<file path="src/rtl/thermal_cc_pkg.sv">
// Shared definitions for the thermal covert channel (transmit scheduler and receive decoder).
package thermal_cc_pkg;

    typedef enum logic [1:0] {
        ST_IDLE  = 2'd0,
        ST_PRE   = 2'd1,
        ST_DATA  = 2'd2,
        ST_GUARD = 2'd3
    } state_e;

    localparam logic [7:0]  PREAMBLE   = 8'hA5;
    localparam int unsigned PRE_BITS   = 8;
    localparam int unsigned FRAME_BITS = 17;

    localparam logic [1:0] DBG_IDLE  = 2'd0;
    localparam logic [1:0] DBG_PRE   = 2'd1;
    localparam logic [1:0] DBG_DATA  = 2'd2;
    localparam logic [1:0] DBG_GUARD = 2'd3;

    typedef logic [FRAME_BITS-1:0] frame_t;

    // Full on-air frame, MSB transmitted first: preamble, data, even parity.
    function automatic frame_t build_frame(input logic [7:0] data);
        return {PREAMBLE, data, ^data};
    endfunction

    function automatic logic [1:0] state_dbg_of(input state_e s);
        case (s)
            ST_PRE:   return DBG_PRE;
            ST_DATA:  return DBG_DATA;
            ST_GUARD: return DBG_GUARD;
            default:  return DBG_IDLE;
        endcase
    endfunction

endpackage

</file>
<file path="src/rtl/thermal_tx_scheduler_if.sv">
// Byte handshake between the message source (master) and the scheduler (slave).
interface thermal_tx_scheduler_if;
    // A byte transfers on a rising edge where tx_valid and tx_ready are both high;
    // tx_data must be stable whenever tx_valid is high.
    logic [7:0] tx_data;
    logic       tx_valid;
    logic       tx_ready;

    modport master (output tx_data, output tx_valid, input tx_ready);
    modport slave  (input tx_data, input tx_valid, output tx_ready);
endinterface

</file>
<file path="src/rtl/thermal_bit_timer.sv">
// Bit-period timer: marks the first and last cycle of every BIT_CYCLES-long bit.
module thermal_bit_timer #(
    parameter int unsigned BIT_CYCLES = 2**24
) (
    input  logic clk,
    input  logic rst,
    input  logic start,
    input  logic clear,
    output logic bit_strobe,
    output logic bit_end
);

    localparam int unsigned CW = $clog2(BIT_CYCLES);
    localparam logic [CW-1:0] LAST = CW'(BIT_CYCLES - 1);

    logic [CW-1:0] cnt;
    logic          run;

    // clear wins over start so an abort never leaves a bit half-started.
    always_ff @(posedge clk) begin
        if (rst || clear) begin
            cnt <= '0;
            run <= 1'b0;
        end else if (start) begin
            cnt <= '0;
            run <= 1'b1;
        end else if (run) begin
            cnt <= (cnt == LAST) ? '0 : cnt + CW'(1);
        end
    end

    assign bit_strobe = run && (cnt == '0);
    assign bit_end    = run && (cnt == LAST);

endmodule

</file>
<file path="src/rtl/thermal_tx_scheduler.sv">
// On-off-keyed heater sequencer: preamble, data, parity, then a heater-off guard interval.
module thermal_tx_scheduler
    import thermal_cc_pkg::*;
#(
    parameter int unsigned BIT_CYCLES   = 2**24,
    parameter int unsigned GUARD_CYCLES = 2**25
) (
    input  logic                   clk,
    input  logic                   rst,
    thermal_tx_scheduler_if.slave  tx,
    input  logic                   abort,
    output logic                   heat_en,
    output logic                   bit_strobe,
    output logic                   frame_done,
    output logic                   busy,
    output logic [1:0]             state_dbg
);

    localparam int unsigned GW = $clog2(GUARD_CYCLES + 1);
    localparam logic [GW-1:0] GUARD_LAST = GW'(GUARD_CYCLES - 1);

    state_e        state, state_next;
    frame_t        frame_sr;
    logic [4:0]    bit_idx;
    logic [GW-1:0] guard_cnt;
    logic          ready_q;
    logic          done_q;
    logic          bit_end;
    logic          accept, in_frame, abort_hit, pre_last, frame_last, guard_last;

    assign accept     = tx.tx_valid && tx.tx_ready;
    assign in_frame   = (state == ST_PRE) || (state == ST_DATA);
    assign abort_hit  = abort && in_frame;
    assign pre_last   = bit_end && (bit_idx == 5'(PRE_BITS - 1));
    assign frame_last = bit_end && (bit_idx == 5'(FRAME_BITS - 1));
    assign guard_last = (guard_cnt == GUARD_LAST);

    thermal_bit_timer #(.BIT_CYCLES(BIT_CYCLES)) u_bit_timer (
        .clk        (clk),
        .rst        (rst),
        .start      (accept),
        .clear      (abort_hit || frame_last),
        .bit_strobe (bit_strobe),
        .bit_end    (bit_end)
    );

    always_ff @(posedge clk) begin
        if (rst) state <= ST_IDLE;
        else     state <= state_next;
    end

    always_comb begin
        state_next = state;
        case (state)
            ST_IDLE:  if (accept) state_next = ST_PRE;
            ST_PRE:   if (abort) state_next = ST_GUARD;
                      else if (pre_last) state_next = ST_DATA;
            ST_DATA:  if (abort || frame_last) state_next = ST_GUARD;
            ST_GUARD: if (guard_last) state_next = ST_IDLE;
            default:  state_next = ST_IDLE;
        endcase
    end

    always_comb begin
        heat_en     = in_frame && frame_sr[FRAME_BITS-1];
        busy        = (state != ST_IDLE);
        state_dbg   = state_dbg_of(state);
        tx.tx_ready = ready_q && (state == ST_IDLE);
        frame_done  = done_q;
    end

    // ready_q keeps tx_ready low until the first cycle after reset is released.
    always_ff @(posedge clk) begin
        if (rst) begin
            frame_sr  <= '0;
            bit_idx   <= '0;
            guard_cnt <= '0;
            ready_q   <= 1'b0;
            done_q    <= 1'b0;
        end else begin
            ready_q <= 1'b1;
            done_q  <= (state == ST_GUARD) && guard_last;
            if (accept) begin
                frame_sr <= build_frame(tx.tx_data);
                bit_idx  <= '0;
            end else if (bit_end && !abort_hit) begin
                frame_sr <= {frame_sr[FRAME_BITS-2:0], 1'b0};
                bit_idx  <= bit_idx + 5'd1;
            end
            guard_cnt <= (state == ST_GUARD) ? guard_cnt + GW'(1) : '0;
        end
    end

endmodule
</file>
<file path="src/flat_wrapper.sv">
// flat-port wrapper written by rule: the top's interface ports become plain ports
module thermal_tx_scheduler_flat import thermal_cc_pkg::*;
#(
    parameter int unsigned BIT_CYCLES   = 2**24,
    parameter int unsigned GUARD_CYCLES = 2**25
)
  (clk, rst, abort, heat_en, bit_strobe, frame_done, busy, state_dbg, tx_tx_data, tx_tx_valid, tx_tx_ready);
  thermal_tx_scheduler_if tx_i ();
  input  logic clk;
  input  logic rst;
  input  logic abort;
  output logic heat_en;
  output logic bit_strobe;
  output logic frame_done;
  output logic busy;
  output logic [1:0] state_dbg;
  input wire logic [$bits(tx_i.tx_data)-1:0] tx_tx_data;
  input wire logic [$bits(tx_i.tx_valid)-1:0] tx_tx_valid;
  output wire logic [$bits(tx_i.tx_ready)-1:0] tx_tx_ready;
  assign tx_i.tx_data = tx_tx_data;
  assign tx_i.tx_valid = tx_tx_valid;
  assign tx_tx_ready = tx_i.tx_ready;
  thermal_tx_scheduler #(.BIT_CYCLES(BIT_CYCLES), .GUARD_CYCLES(GUARD_CYCLES)) u_core (.clk(clk), .rst(rst), .tx(tx_i), .abort(abort), .heat_en(heat_en), .bit_strobe(bit_strobe), .frame_done(frame_done), .busy(busy), .state_dbg(state_dbg));
endmodule
</file>
<file path="config.mk">
export PLATFORM = sky130hd
export DESIGN_NAME = thermal_tx_scheduler_flat
export DESIGN_NICKNAME = d
export VERILOG_FILES = /design/src/rtl/thermal_cc_pkg.sv /design/src/rtl/thermal_tx_scheduler_if.sv /design/src/rtl/thermal_bit_timer.sv /design/src/rtl/thermal_tx_scheduler.sv /design/src/flat_wrapper.sv
export SDC_FILE = /design/constraint.sdc
export NUM_CORES = 1
export LEC_CHECK = 0
export BUFFER_PORTS_ARGS = -buffer_cell sky130_fd_sc_hd__buf_2
export CAP_MARGIN = 20
export CORE_UTILIZATION = 60
export DETAILED_ROUTE_END_ITERATION = 8
export HOLD_SLACK_MARGIN = 0.05
export PLACE_DENSITY_LB_ADDON = 0.1
export SYNTH_ARGS = -nofsm -noshare
export SYNTH_HDL_FRONTEND = slang
export SYNTH_SLANG_ARGS = --single-unit
</file>
<file path="constraint.sdc">
create_clock -name clk -period 2.4 [get_ports clk]
set_clock_uncertainty 0.2 [all_clocks]
set_input_delay 0.24 -clock clk [delete_from_list [all_inputs] [get_ports clk]]
set_output_delay 0.24 -clock clk [all_outputs]
set_load 0.02 [all_outputs]
</file>
==> impl_metrics.py, run 1 <==
metrics = {
    "critical_path": {
        "cpPeakStageDelay_ps": 470,
        "crit_chain": "nand4_2, nor4_4, nand3_1, a221oi_4, mux2i_1",
        "criticalPathCategory": "reg -> reg",
        "cp_slowest_cell": "nor4_4",
        "crit_required_ps": 2490,
        "cp_data_arrival_time_ps": 2290,
        "cp-start-kind": "flip-flop",
        "cp_max_fo": 6,
        "cp-end-kind": "flip-flop",
    },
    "pwr": {
        "power_frac_clock_pct": 34.6,
        "ir_drop_v": 0.0005883,
        "internal_power_uw": 2070,
        "powerDensity_nw_per_um2": 700.1,
        "swShare_pct": 27.44,
        "pwr-share-seq_pct": 48.7,
        "leakagePower_uw": 0.001474,
        "pwr-share-comb_pct": 16.7,
        "switchingPower_uw": 782.9,
    },
    "clock_tree": {
        "tritoncts": "yes",
        "clock_latency_ps": 350,
        "ctsHtreeMaxLevel": 3,
        "root_buffer": "clkbuf_8",
        "clk_pin_slew_ps": 80,
        "cts_sinks": 77,
        "cts_buffers": 9,
        "cts_buffer_depth": 2,
    },
    "synth": {
        "yosysMostFrequentCell": "dfxtp_1",
        "synth_edf_count": 0,
        "synth_common_cells": "dfxtp_1, nand2_1, nor2_1",
        "async_flop_share_pct": 0,
        "ys_ff_latch": 77,
        "ys_top_cells_by_area": "dfxtp_1, nand2_1, xnor2_1",
        "ys_seq_area_share_pct": 43.15,
        "synth_cells": 423,
        "synth_ff_type": "dfxtp_1",
        "avgSynthCellArea_um2": 8.445,
        "synth_top_area_share_pct": 43.15,
        "yosys_warnings": 0,
        "syn_area_um2": 3572,
        "yosys.area.top_type": "dfxtp_1",
        "synth_cell_types": 41,
        "syn-num-nets": 445,
    },
    "drt": {
        "drcViolationCount": 0,
        "dr.pass1.iters": 4,
        "dr_total_vias": 2846,
        "wl_per_cell_um": 12.73,
        "routed_wl_um": 6810,
        "postRouteAntennaNets": 0,
        "drt-initial-drc-count": 97,
        "viasPerCell": 5.320,
    },
    "timing": {
        "max_freq_mhz": 453.9,
        "fin_tns_setup_ps": 0,
        "fin_crit_ps": 2203,
        "max-slew-margin-rel_pct": 62.93,
        "finalSetupViolations": 0,
        "slew_violations": 0,
        "worst_slew_pin_slew_ps": 551.0,
        "rsz0062_at_grt": "false",
        "hold_viol": 0,
        "finalCritPeriodShare_pct": 91.79,
    },
    "floorplanning": {
        "rows": 27,
        "start_util_pct": 63.70,
        "die_x_um": 79.16,
        "dieHeight_um": 79.16,
        "io_pins": 19,
        "core_area_um2": 5608,
        "die_area_um2": 6266,
    },
    "final_layout": {
        "num-fill-cells": 477,
        "diodes": 0,
        "drive_above_1_share_pct": 11.66,
        "syn_to_final_growth_pct": 14.08,
        "finish.utilization_pct": 72.67,
        "fin_nets": 481,
    },
    "global_route": {
        "antenna_found_initial": 0,
        "grt_use_total_pct": 24.77,
        "grt_max_degree": 22,
        "grt_pass1_vias": 2745,
        "grt_pass1_wl_um": 12090,
        "grt_remaining_overflow": 0,
    },
    "place": {
        "place_hpwl_um": 4740,
        "gp_congestion": 0.8366,
        "io_buffers": 18,
    },
    "job": {
        "maxCapViolCount": 0,
    },
    "status": {
        "status": "completed",
    },
    "worst_hold_path": {
        "hold_path.class": "in -> reg",
    },
}
==> through the flow <==
step	hold slack, ps	total power, uW	std cells	setup slack, ps	area [um2]
floorplan	109.4	1737	423	291.4	3572
global placement	239.3	1853	510	283.8	3759
detailed placement	248.4	1865	510	215.0	3759
CTS	173.0	2857	535	191.3	4058
global route	205.4	2994	535	12.88	4075
finish	174.6	2853	535	197.1	4075
==> worst paths after layout <==
kind | startpoint | endpoint | slack, ps | cells after the start
hold reg to reg | u_core.guard_cnt[0]$_SDFF_PP0_ | u_core.guard_cnt[0]$_SDFF_PP0_ | 260 | 1
setup reg to reg | u_core.u_bit_timer.cnt[11]$_SDFFE_PP0P_ | u_core.state[1]$_SDFFE_PP0P_ | 200 | 5
hold / removal | tx_tx_valid | u_core.frame_sr[9]$_SDFFE_PP0P_ | 170 | 4
setup / recovery | u_core.u_bit_timer.cnt[11]$_SDFFE_PP0P_ | u_core.state[1]$_SDFFE_PP0P_ | 200 | 5
==> placed cells by master, fill, tap and decap left out, drive strengths merged, types with 2 or more instances in the layout <==
master       Yosys  routed
dfxtp           77      77
nand2           68      68
nor2            66      66
xnor2           29      29
xor2            26      26
buf              5      26
nand3           23      23
nand4           16      16
inv             13      13
a31oi           13      13
o21ai           12      12
clkbuf           6      11
ha              10      10
dlygate4sd3      0      10
a21oi            9       9
nor4             8       8
and3             7       7
nor3             7       7
and2             5       5
nor2b            3       3
nor4b            3       3
and4             2       2
nand2b           2       2
mux2i            2       2
or3              2       2
clkinv           0       2
==> cells by family after synthesis <==
kind of cell             synth area share, %
AND/OR/NAND/NOR                        29.95
multiplexers                          0.8757
adder cells (fa/ha/maj)                3.503
flip-flops                             43.15
AO/OA/AOI/OAI                          6.165
buffers and inverters                  2.872
XOR/XNOR                               13.49
==> timing repair <==
item                       4_1_cts  5_1_grt
setup endpoints to repair        0        2
buffers inserted                 0        0
hold buffers                    10        0
resized for setup                0        2
hold endpoints to repair        14        0
==> state kept, by name, summed over array words and instances, names as in the netlist <==
signal                  cells
u_core.bit_idx              5
u_core.frame_done           1
u_core.frame_sr            17
u_core.guard_cnt           26
u_core.ready_q              1
u_core.state                2
u_core.u_bit_timer.cnt     24
u_core.u_bit_timer.run      1
==> worst max-delay path: cells and delay by family, from the launching register on <==
family           cells  cell delay [ps]
multiplexers         1              210
flip-flops           1              460
AND/OR/NAND/NOR      3              900
AO/OA/AOI/OAI        1              350
==> area by class of cell <==
type | count | area [um2] | area share [%]
Inverter | 13 | 48.80 | 1.197
Clock inverter | 4 | 47.55 | 1.167
Clock buffer | 11 | 151.4 | 3.715
Timing Repair Buffer | 36 | 250.2 | 6.141
Sequential cell | 77 | 1541 | 37.83
Multi-Input combinational cell | 322 | 1946 | 47.74
Tap cell | 72 | 90.09 | 2.211
==> layer usage <==
| metal | track usage, % | wire [um] |
|---|---|---|
| met1 | 30.53 | 3325 |
| met2 | 40.60 | 3198 |
| met3 | 8.276 | 222 |
| met4 | 7.818 | 63 |
| met5 | 0 | 0 |
==> power groups by stage <==
| stage | Clock (uW) | Sequential (uW) | Combinational [uW] |
|---|---|---|---|
| 2_1_floorplan | 0 | 1400 | 340 |
| 3_3_place_gp | 0 | 1420 | 438 |
| 3_5_place_dp | 0 | 1420 | 448 |
| 4_1_cts | 1010 | 1390 | 461 |
| 5_1_grt | 1070 | 1400 | 529 |
| 6_report | 986 | 1390 | 477 |
Note: power is estimated with default switching activity, not from simulation.
==> inputs of run 2 (changes only) <==
--- a/config.mk
+++ b/config.mk
@@ -9,8 +9,11 @@
 export CAP_MARGIN = 20
 export CORE_UTILIZATION = 60
 export DETAILED_ROUTE_END_ITERATION = 8
+export GPL_ROUTABILITY_DRIVEN = 1
 export HOLD_SLACK_MARGIN = 0.05
 export PLACE_DENSITY_LB_ADDON = 0.1
+export RECOVER_POWER = 25
+export SKIP_CTS_REPAIR_TIMING = 1
 export SYNTH_ARGS = -nofsm -noshare
 export SYNTH_HDL_FRONTEND = slang
 export SYNTH_SLANG_ARGS = --single-unit
==> impl_metrics.py, run 2 (synthesis gave the netlist of run 1 again) <==
metrics = {
    "pwr": {
        "switchingPower_uw": 781.4,
        "power_frac_clock_pct": 34.7,
        "internal_power_uw": 2058,
        "swShare_pct": 27.52,
        "powerDensity_nw_per_um2": 708.0,
        "leakagePower_uw": 0.001425,
        "pwr-share-seq_pct": 49.0,
        "ir_drop_v": 0.0005862,
        "pwr-share-comb_pct": 16.3,
    },
    "critical_path": {
        "cp-start-kind": "flip-flop",
        "cp_data_arrival_time_ps": 2280,
        "cp-end-kind": "flip-flop",
        "criticalPathCategory": "reg -> reg",
        "crit_required_ps": 2490,
        "cp_max_fo": 6,
    },
    "clock_tree": {
        "clk_pin_slew_ps": 80,
        "cts_sinks": 77,
        "ctsHtreeMaxLevel": 3,
        "tritoncts": "yes",
        "clock_latency_ps": 350,
        "cts_buffer_depth": 2,
        "root_buffer": "clkbuf_8",
        "cts_buffers": 9,
    },
    "final_layout": {
        "fin_area_um2": 4011,
        "drive_above_1_share_pct": 10.26,
        "largest_register_ffs": 26,
        "final_common_cell": "dfxtp_1",
        "largest-register": "u_core.guard_cnt",
        "num-fill-cells": 488,
        "syn_to_final_growth_pct": 12.29,
        "final_cell_mix": "dfxtp_1, nand2_1, nor2_1",
        "diodes": 0,
        "fin_cells": 530,
        "reg_top3": "u_core.guard_cnt x26, u_core.u_bit_timer.cnt x24, u_core.frame_sr x17",
        "fin_nets": 476,
    },
    "global_route": {
        "grt_pass1_wl_um": 11840,
        "grt_pass1_vias": 2724,
        "grt_use_total_pct": 24.28,
        "grt_remaining_overflow": 0,
        "grt_max_degree": 22,
        "antenna_found_initial": 0,
    },
    "drt": {
        "drcViolationCount": 0,
        "drt-initial-drc-count": 91,
        "dr.pass1.iters": 6,
        "routed_wl_um": 6729,
        "viasPerCell": 5.340,
        "postRouteAntennaNets": 0,
        "wl_per_cell_um": 12.70,
        "dr_total_vias": 2830,
    },
    "place": {
        "place_hpwl_um": 4740,
        "detailedPlace.worstSlack_ps": 215.0,
        "io_buffers": 18,
        "place_area_um2": 3759,
        "gp_congestion": 0.8366,
        "dp.cells": 510,
    },
    "timing": {
        "fin_tns_setup_ps": 0,
        "finalCritPeriodShare_pct": 91.63,
        "hold_viol": 0,
        "slew_violations": 0,
        "max-slew-margin-rel_pct": 60.99,
        "worst_slew_pin_slew_ps": 585.2,
        "fin_ws_ps": 200.9,
        "rsz0062_at_grt": "false",
        "fin_crit_ps": 2199,
        "max_freq_mhz": 454.7,
        "finalSetupViolations": 0,
    },
    "job": {
        "maxCapViolCount": 0,
    },
    "floorplanning": {
        "die_area_um2": 6266,
        "start_util_pct": 63.70,
        "core_area_um2": 5608,
        "rows": 27,
        "io_pins": 19,
        "dieHeight_um": 79.16,
        "die_x_um": 79.16,
    },
    "status": {
        "status": "completed",
    },
    "worst_hold_path": {
        "hold_path.class": "in -> reg",
    },
}
-- run 2: final timing paths --
| check | from | to | slack (ps) | cells past startpoint |
|---|---|---|---|---|
| max | u_core.u_bit_timer.cnt[11]$_SDFFE_PP0P_ | u_core.state[1]$_SDFFE_PP0P_ | 200 | 5 |
| min | tx_tx_data[2] | u_core.frame_sr[3]$_SDFFE_PP0P_ | 30 | 3 |
| max reg2reg | u_core.u_bit_timer.cnt[11]$_SDFFE_PP0P_ | u_core.state[1]$_SDFFE_PP0P_ | 200 | 5 |
| min reg2reg | u_core.guard_cnt[0]$_SDFF_PP0_ | u_core.guard_cnt[0]$_SDFF_PP0_ | 260 | 1 |
-- run 2: layout make-up --
type                    instances  area (um2)  area share (%)
inverters                      13       48.80           1.216
clock buffers                  11       151.4           3.774
clock inverters                 4       47.55           1.185
repair buffers                 31       186.4           4.648
flip-flops and latches         77        1541           38.43
multi-input cells             322        1946           48.50
well taps                      72       90.09           2.246
-- run 2: stage by stage --
step	hold slack [ps]	utilization (%)	power [uW]
final	25.46	71.53	2840
after global routing	56.95	71.53	2982
after CTS	-53.06	70.57	2845
after global placement	239.3	67.02	1853
after detailed placement	248.4	67.02	1865
after floorplan	109.4	-	1737
-- run 2: power by group through the flow --
| stage | Clock (uW) | Sequential [uW] | Combinational, uW |
|---|---|---|---|
| 5_1_grt | 1070 | 1400 | 517 |
| 6_report | 987 | 1390 | 463 |
| 4_1_cts | 1010 | 1390 | 449 |
| 3_3_place_gp | 0 | 1420 | 438 |
| 2_1_floorplan | 0 | 1400 | 340 |
| 3_5_place_dp | 0 | 1420 | 448 |
-- run 2: layer usage --
metal	part of all wire [%]	GRT usage, %	vias up
met4	1.1	8.909	0
met3	3.1	8.506	9
li1	-	-	1481
met1	49	29.48	1306
met2	47	39.48	34
met5	0	0	-
-- run 2: worst max-delay path, stage by stage (launching register included) --
cell and delay, ps:
dfxtp_1 450, nand4_2 170, nor4_4 470, nand3_1 270
a221oi_4 350, mux2i_1 210
